<file path="src/rtl/move_pulse_decoder.sv">
// Turns well-formed 1,0,1,0,1,0 pulse bursts on four direction lines into move commands.
// Commands are buffered in a 2-entry queue behind valid/ready; malformed and dropped bursts are counted.

module move_pulse_decoder_line (
  input  logic clk,
  input  logic rst_n,
  input  logic i_in,
  output logic o_done,
  output logic o_err_entry
);

  typedef enum logic [2:0] {
    S_IDLE, S_H1, S_L1, S_H2, S_L2, S_H3, S_ERR
  } state_t;

  state_t r_state;
  logic   r_done;

  always_ff @(posedge clk or negedge rst_n) begin
    if (!rst_n) begin
      r_state <= S_IDLE;
      r_done  <= 1'b0;
    end else begin
      r_done <= 1'b0;
      case (r_state)
        S_IDLE: if (i_in) r_state <= S_H1;
        S_H1:   r_state <= i_in ? S_ERR : S_L1;
        S_L1:   r_state <= i_in ? S_H2  : S_ERR;
        S_H2:   r_state <= i_in ? S_ERR : S_L2;
        S_L2:   r_state <= i_in ? S_H3  : S_ERR;
        S_H3: begin
          if (i_in) begin
            r_state <= S_ERR;
          end else begin
            r_state <= S_IDLE;
            r_done  <= 1'b1;
          end
        end
        S_ERR:   if (!i_in) r_state <= S_IDLE;
        default: r_state <= S_IDLE;
      endcase
    end
  end

  // Flags the edge that moves the FSM into ERR, so a stuck-high line counts once.
  always_comb begin
    o_err_entry = 1'b0;
    case (r_state)
      S_H1, S_H2, S_H3: o_err_entry = i_in;
      S_L1, S_L2:       o_err_entry = !i_in;
      default:          o_err_entry = 1'b0;
    endcase
  end

  assign o_done = r_done;

endmodule

module move_pulse_decoder #(
  parameter int CNT_W      = 8,
  parameter int FIFO_DEPTH = 2
) (
  input  logic             clk,
  input  logic             rst_n,
  input  logic             btn_up,
  input  logic             btn_down,
  input  logic             btn_left,
  input  logic             btn_right,
  input  logic             mv_ready,
  input  logic             clear_cnts,
  output logic             mv_valid,
  output logic [1:0]       mv_dir,
  output logic [CNT_W-1:0] err_cnt,
  output logic [CNT_W-1:0] drop_cnt
);

  localparam logic [CNT_W-1:0] CNT_MAX = '1;
  localparam logic [1:0]       Q_FULL  = 2'(FIFO_DEPTH);

  logic [3:0] w_btn;
  logic [3:0] w_done;
  logic [3:0] w_err;
  logic       w_win_vld;
  logic [1:0] w_win_dir;
  logic       w_pop;
  logic       w_push;
  logic       w_discard;
  logic [2:0] w_err_inc;
  logic [2:0] w_drop_inc;

  logic [1:0] r_mem [2];
  logic [1:0] r_cnt;
  logic [CNT_W-1:0] r_err_cnt;
  logic [CNT_W-1:0] r_drop_cnt;

  assign w_btn = {btn_right, btn_left, btn_down, btn_up};

  for (genvar g = 0; g < 4; g++) begin : g_line
    move_pulse_decoder_line u_line (
      .clk         (clk),
      .rst_n       (rst_n),
      .i_in        (w_btn[g]),
      .o_done      (w_done[g]),
      .o_err_entry (w_err[g])
    );
  end

  function automatic logic [2:0] pop4(input logic [3:0] v);
    return 3'(v[0]) + 3'(v[1]) + 3'(v[2]) + 3'(v[3]);
  endfunction

  function automatic logic [CNT_W-1:0] sat_add(input logic [CNT_W-1:0] c, input logic [2:0] inc);
    logic [CNT_W:0] s;
    s = {1'b0, c} + (CNT_W+1)'(inc);
    if (s[CNT_W]) return CNT_MAX;
    return s[CNT_W-1:0];
  endfunction

  // Lowest line index wins: up > down > left > right.
  always_comb begin
    w_win_dir = 2'd3;
    if (w_done[0])      w_win_dir = 2'd0;
    else if (w_done[1]) w_win_dir = 2'd1;
    else if (w_done[2]) w_win_dir = 2'd2;
  end

  assign w_win_vld  = |w_done;
  assign w_pop      = (r_cnt != 2'd0) && mv_ready;
  assign w_push     = w_win_vld && ((r_cnt != Q_FULL) || w_pop);
  assign w_discard  = w_win_vld && !w_push;
  assign w_err_inc  = pop4(w_err);
  assign w_drop_inc = pop4(w_done) - 3'(w_win_vld) + 3'(w_discard);

  always_ff @(posedge clk or negedge rst_n) begin
    if (!rst_n) begin
      r_mem[0] <= 2'd0;
      r_mem[1] <= 2'd0;
      r_cnt    <= 2'd0;
    end else begin
      case ({w_push, w_pop})
        2'b10: begin
          if (r_cnt == 2'd0) r_mem[0] <= w_win_dir;
          else               r_mem[1] <= w_win_dir;
          r_cnt <= r_cnt + 2'd1;
        end
        2'b01: begin
          r_mem[0] <= r_mem[1];
          r_cnt    <= r_cnt - 2'd1;
        end
        2'b11: begin
          if (r_cnt == 2'd1) begin
            r_mem[0] <= w_win_dir;
          end else begin
            r_mem[0] <= r_mem[1];
            r_mem[1] <= w_win_dir;
          end
        end
        default: r_cnt <= r_cnt;
      endcase
    end
  end

  always_ff @(posedge clk or negedge rst_n) begin
    if (!rst_n) begin
      r_err_cnt  <= '0;
      r_drop_cnt <= '0;
    end else if (clear_cnts) begin
      r_err_cnt  <= '0;
      r_drop_cnt <= '0;
    end else begin
      r_err_cnt  <= sat_add(r_err_cnt, w_err_inc);
      r_drop_cnt <= sat_add(r_drop_cnt, w_drop_inc);
    end
  end

  assign mv_valid = (r_cnt != 2'd0);
  assign mv_dir   = r_mem[0];
  assign err_cnt  = r_err_cnt;
  assign drop_cnt = r_drop_cnt;

endmodule

</file>
<file path="config.mk">
export PLATFORM = sky130hd
export DESIGN_NAME = move_pulse_decoder
export DESIGN_NICKNAME = d
export VERILOG_FILES = /design/src/rtl/move_pulse_decoder.sv
export SDC_FILE = /design/constraint.sdc
export NUM_CORES = 1
export LEC_CHECK = 0
export ABC_CLOCK_PERIOD_IN_PS = 4750
export BUFFER_PORTS_ARGS = -buffer_cell sky130_fd_sc_hd__buf_2
export CORE_ASPECT_RATIO = 1.4
export CORE_UTILIZATION = 50
export DETAILED_ROUTE_END_ITERATION = 12
export PLACE_DENSITY = 0.7
export SETUP_SLACK_MARGIN = 0.1
export SKIP_CTS_REPAIR_TIMING = 1
export SLEW_MARGIN = 20
export SYNTH_ARGS = -nofsm -noshare
export SYNTH_HDL_FRONTEND = slang
export SYNTH_SLANG_ARGS = --single-unit
</file>
<file path="constraint.sdc">
create_clock -name clk -period 4.75 [get_ports clk]
set_input_delay 0.475 -clock clk [delete_from_list [all_inputs] [get_ports clk]]
set_output_delay 0.475 -clock clk [all_outputs]
set_load 0.03 [all_outputs]
</file>
==> results.ini <==
[timing]
finClkSkew_ns=0.00917
period_share_pct=83.5
drv_slew=0
finalHoldViolCount=0
tightest_slew_ns=0.833
fin_tns_setup_ns=0
fmax_ghz=0.252
period_minus_slack_ns=3.97
layout_setup_ws_ns=0.782
report.final.setup_viol=0
relSlewSlack_pct=44.5
rsz0062_at_grt=no

[synth]
yosys_register_bits=38
synth_common_cells=dfrtp_1 (38), a21oi_1 (33), inv_1 (22)
synth_area_mm2=0.00226
synthXorXnorAreaFrac_pct=3.49
synth-simple-area-share_pct=15.5
syn-num-nets=264
synth_cell_type_count=43
async_reset_ff_share_pct=100
yosys_most_used_dff=dfrtp_1
synth_edf_count=0
yosysTopAreaCellShare_pct=42.1
yosys.area.top_type=dfrtp_1
synth_mux_area_share_pct=3.10
synth-compound-area-share_pct=19.8
netlist_instances=241
synth_top_family_by_area=compound AO/OA/AOI/OAI gates
synth_area_leaders=dfrtp_1 (42%), a21oi_1 (7.3%), fa_1 (5.3%)
synthAdderAreaFrac_pct=10.3
ys_warn_count=0
avgSynthCellArea_um2=9.38
ys_seq_area_share_pct=42.1
synth_most_common_cell=dfrtp_1

[power_and_ir_drop]
p_per_area_mw_per_mm2=603
leakagePower_uw=0.00119
irDropWorstVdd_v=0.000355

[critical_path]
required_ns=4.95
r2r_start=g_line[1].u_line.o_done
r2r_slack_ns=0.78
critical_path_class=flop to flop
crit_fanout=6
start_kind=flop
critPathLaunch=g_line[1].u_line.o_done
worstRegToRegCells=13
end_kind=flop
arrival_ns=4.17
worstReg2RegEnd=drop_cnt[7]

[clocking]
cts_root_buf=clkbuf_8
insertion_delay_ns=0.29
cts_inserted_buffers=5
clock-sinks=38
clkTransAtPathRegs_ns=0.08
cts_buffer_depth=2
tritoncts=built
h-tree-depth=2

[place]
dpl.hpwl_mm=2.88
io_buffer_count=26
pre_cts_ws_ns=0.763
routabilityCongestion=0.748

[cells_and_area]
fin_nets=288
area_growth_pct=12.0
fin_util_pct=59.2
seqCellArea_um2=951
drive_above_1_share_pct=15.4
fillerInstances=409
n_antenna_cell=0
multi_input_area_mm2=0.00118

[detailed_routing]
drc=0
ant_nets=0
routedWlPerCell_um=12.3
drt-total-wl_mm=4.00
drt_iter0_markers=75
drt-pass1-iter-count=4
vias=1765
viasPerCell=5.41

[outcome]
status=finished, final reports clean

[grt]
antenna_found_initial=0
grt_util_all_layers_pct=19.4
grt_pass1_vias=1704
grt.overflow.total=0
grt_pass1_wl_mm=7.09
grt_start_max_net_pins=39

[floorplanning]
rows=28
initial_utilization_pct=52.9
dieArea_mm2=0.00480
io_pins=27
fp.dieW_um=58.8
die_h_um=81.5
core_mm2=0.00427

[flow_run]
cap_violations=0

[hold_path]
min_path_type=primary input to asynchronous set/reset pin

## worst max-delay path by stage
| stage | end | slack [ns] |
|---|---|---|
| after floorplan | drop_cnt[7] | 0.99 |
| after global placement | drop_cnt[7] | 0.84 |
| after detailed placement | drop_cnt[7] | 0.76 |
| after CTS | drop_cnt[7] | 0.74 |
| after global routing | drop_cnt[7] | 0.51 |
| final | drop_cnt[7] | 0.78 |
## flip-flops by register name, summed over array words and instances (netlist names)
signal and count:
mv_dir 2, drop_cnt 8, err_cnt 8, r_mem 2, g_line.u_line.o_done 4, g_line.u_line.r_state 12, r_cnt 2
## kinds of logic (layout without fill, tap and decap cells)
| family | Yosys count | after routing |
|---|---|---|
| adders and majority gates | 15 | 15 |
| AOI/OAI and AO/OA | 71 | 71 |
| buffers and inverters | 32 | 57 |
| muxes | 6 | 6 |
| DFF | 38 | 38 |
| and+or+nand+nor | 70 | 70 |
| xor gates and xnor gates | 9 | 9 |
## stage by stage
stage          total power [uW]  cells  hold slack, ns  area (um^2)
3_5_place_dp               1270    318           0.497         2420
6_report                   1530    326           0.273         2530
5_1_grt                    1680    326           0.352         2530
3_3_place_gp               1250    318           0.487         2420
2_1_floorplan              1130    241           0.179         2260
4_1_cts                    1540    326           0.316         2530
## where the power goes
group | total [uW] | switching (uW) | internal, uW
clock | 267 | 112 | 155
sequential | 549 | 126 | 422
combinational | 711 | 406 | 305
total | 1530 | 645 | 882
## cell usage in the layout, fill, tap and decap left out, drive strengths merged, types with 6 or more instances in the layout
cell    synthesis  routed
a21oi          33      33
buf             4      26
dfrtp          38      38
fa              6       6
ha              9       9
inv            23      23
nand2          18      18
nand2b          7       7
nor2           20      20
nor3           12      12
o21ai          12      12
## metal layers
layer	up-vias	GRT usage, %	routed length [um]
met5	-	0	0
met3	8	4.57	135
met4	0	10.5	99
li1	885	-	-
met1	846	23.1	1710
met2	26	32.3	2050
## worst max-delay path: stages, from the launching register on
cell and delay (ns):
dfrtp_1 0.47, nor4_4 0.45, inv_2 0.11, ha_1 0.30, xnor2_1 0.13, ha_1 0.31
fa_1 0.41, fa_1 0.52, inv_1 0.06, fa_1 0.43, nor2b_1 0.19, or2_1 0.18
nor3_1 0.07, a311oi_1 0.25
## area by class of cell
| type | count | share of cell area, % |
|---|---|---|
| multi-input cells | 171 | 46.6 |
| flip-flops and latches | 38 | 37.6 |
| repair buffers | 26 | 5.14 |
| inverters | 23 | 3.41 |
| well taps | 60 | 2.97 |
| clock buffers | 5 | 2.72 |
| clock inverters | 3 | 1.58 |
Power figures use the tool's default switching activity.
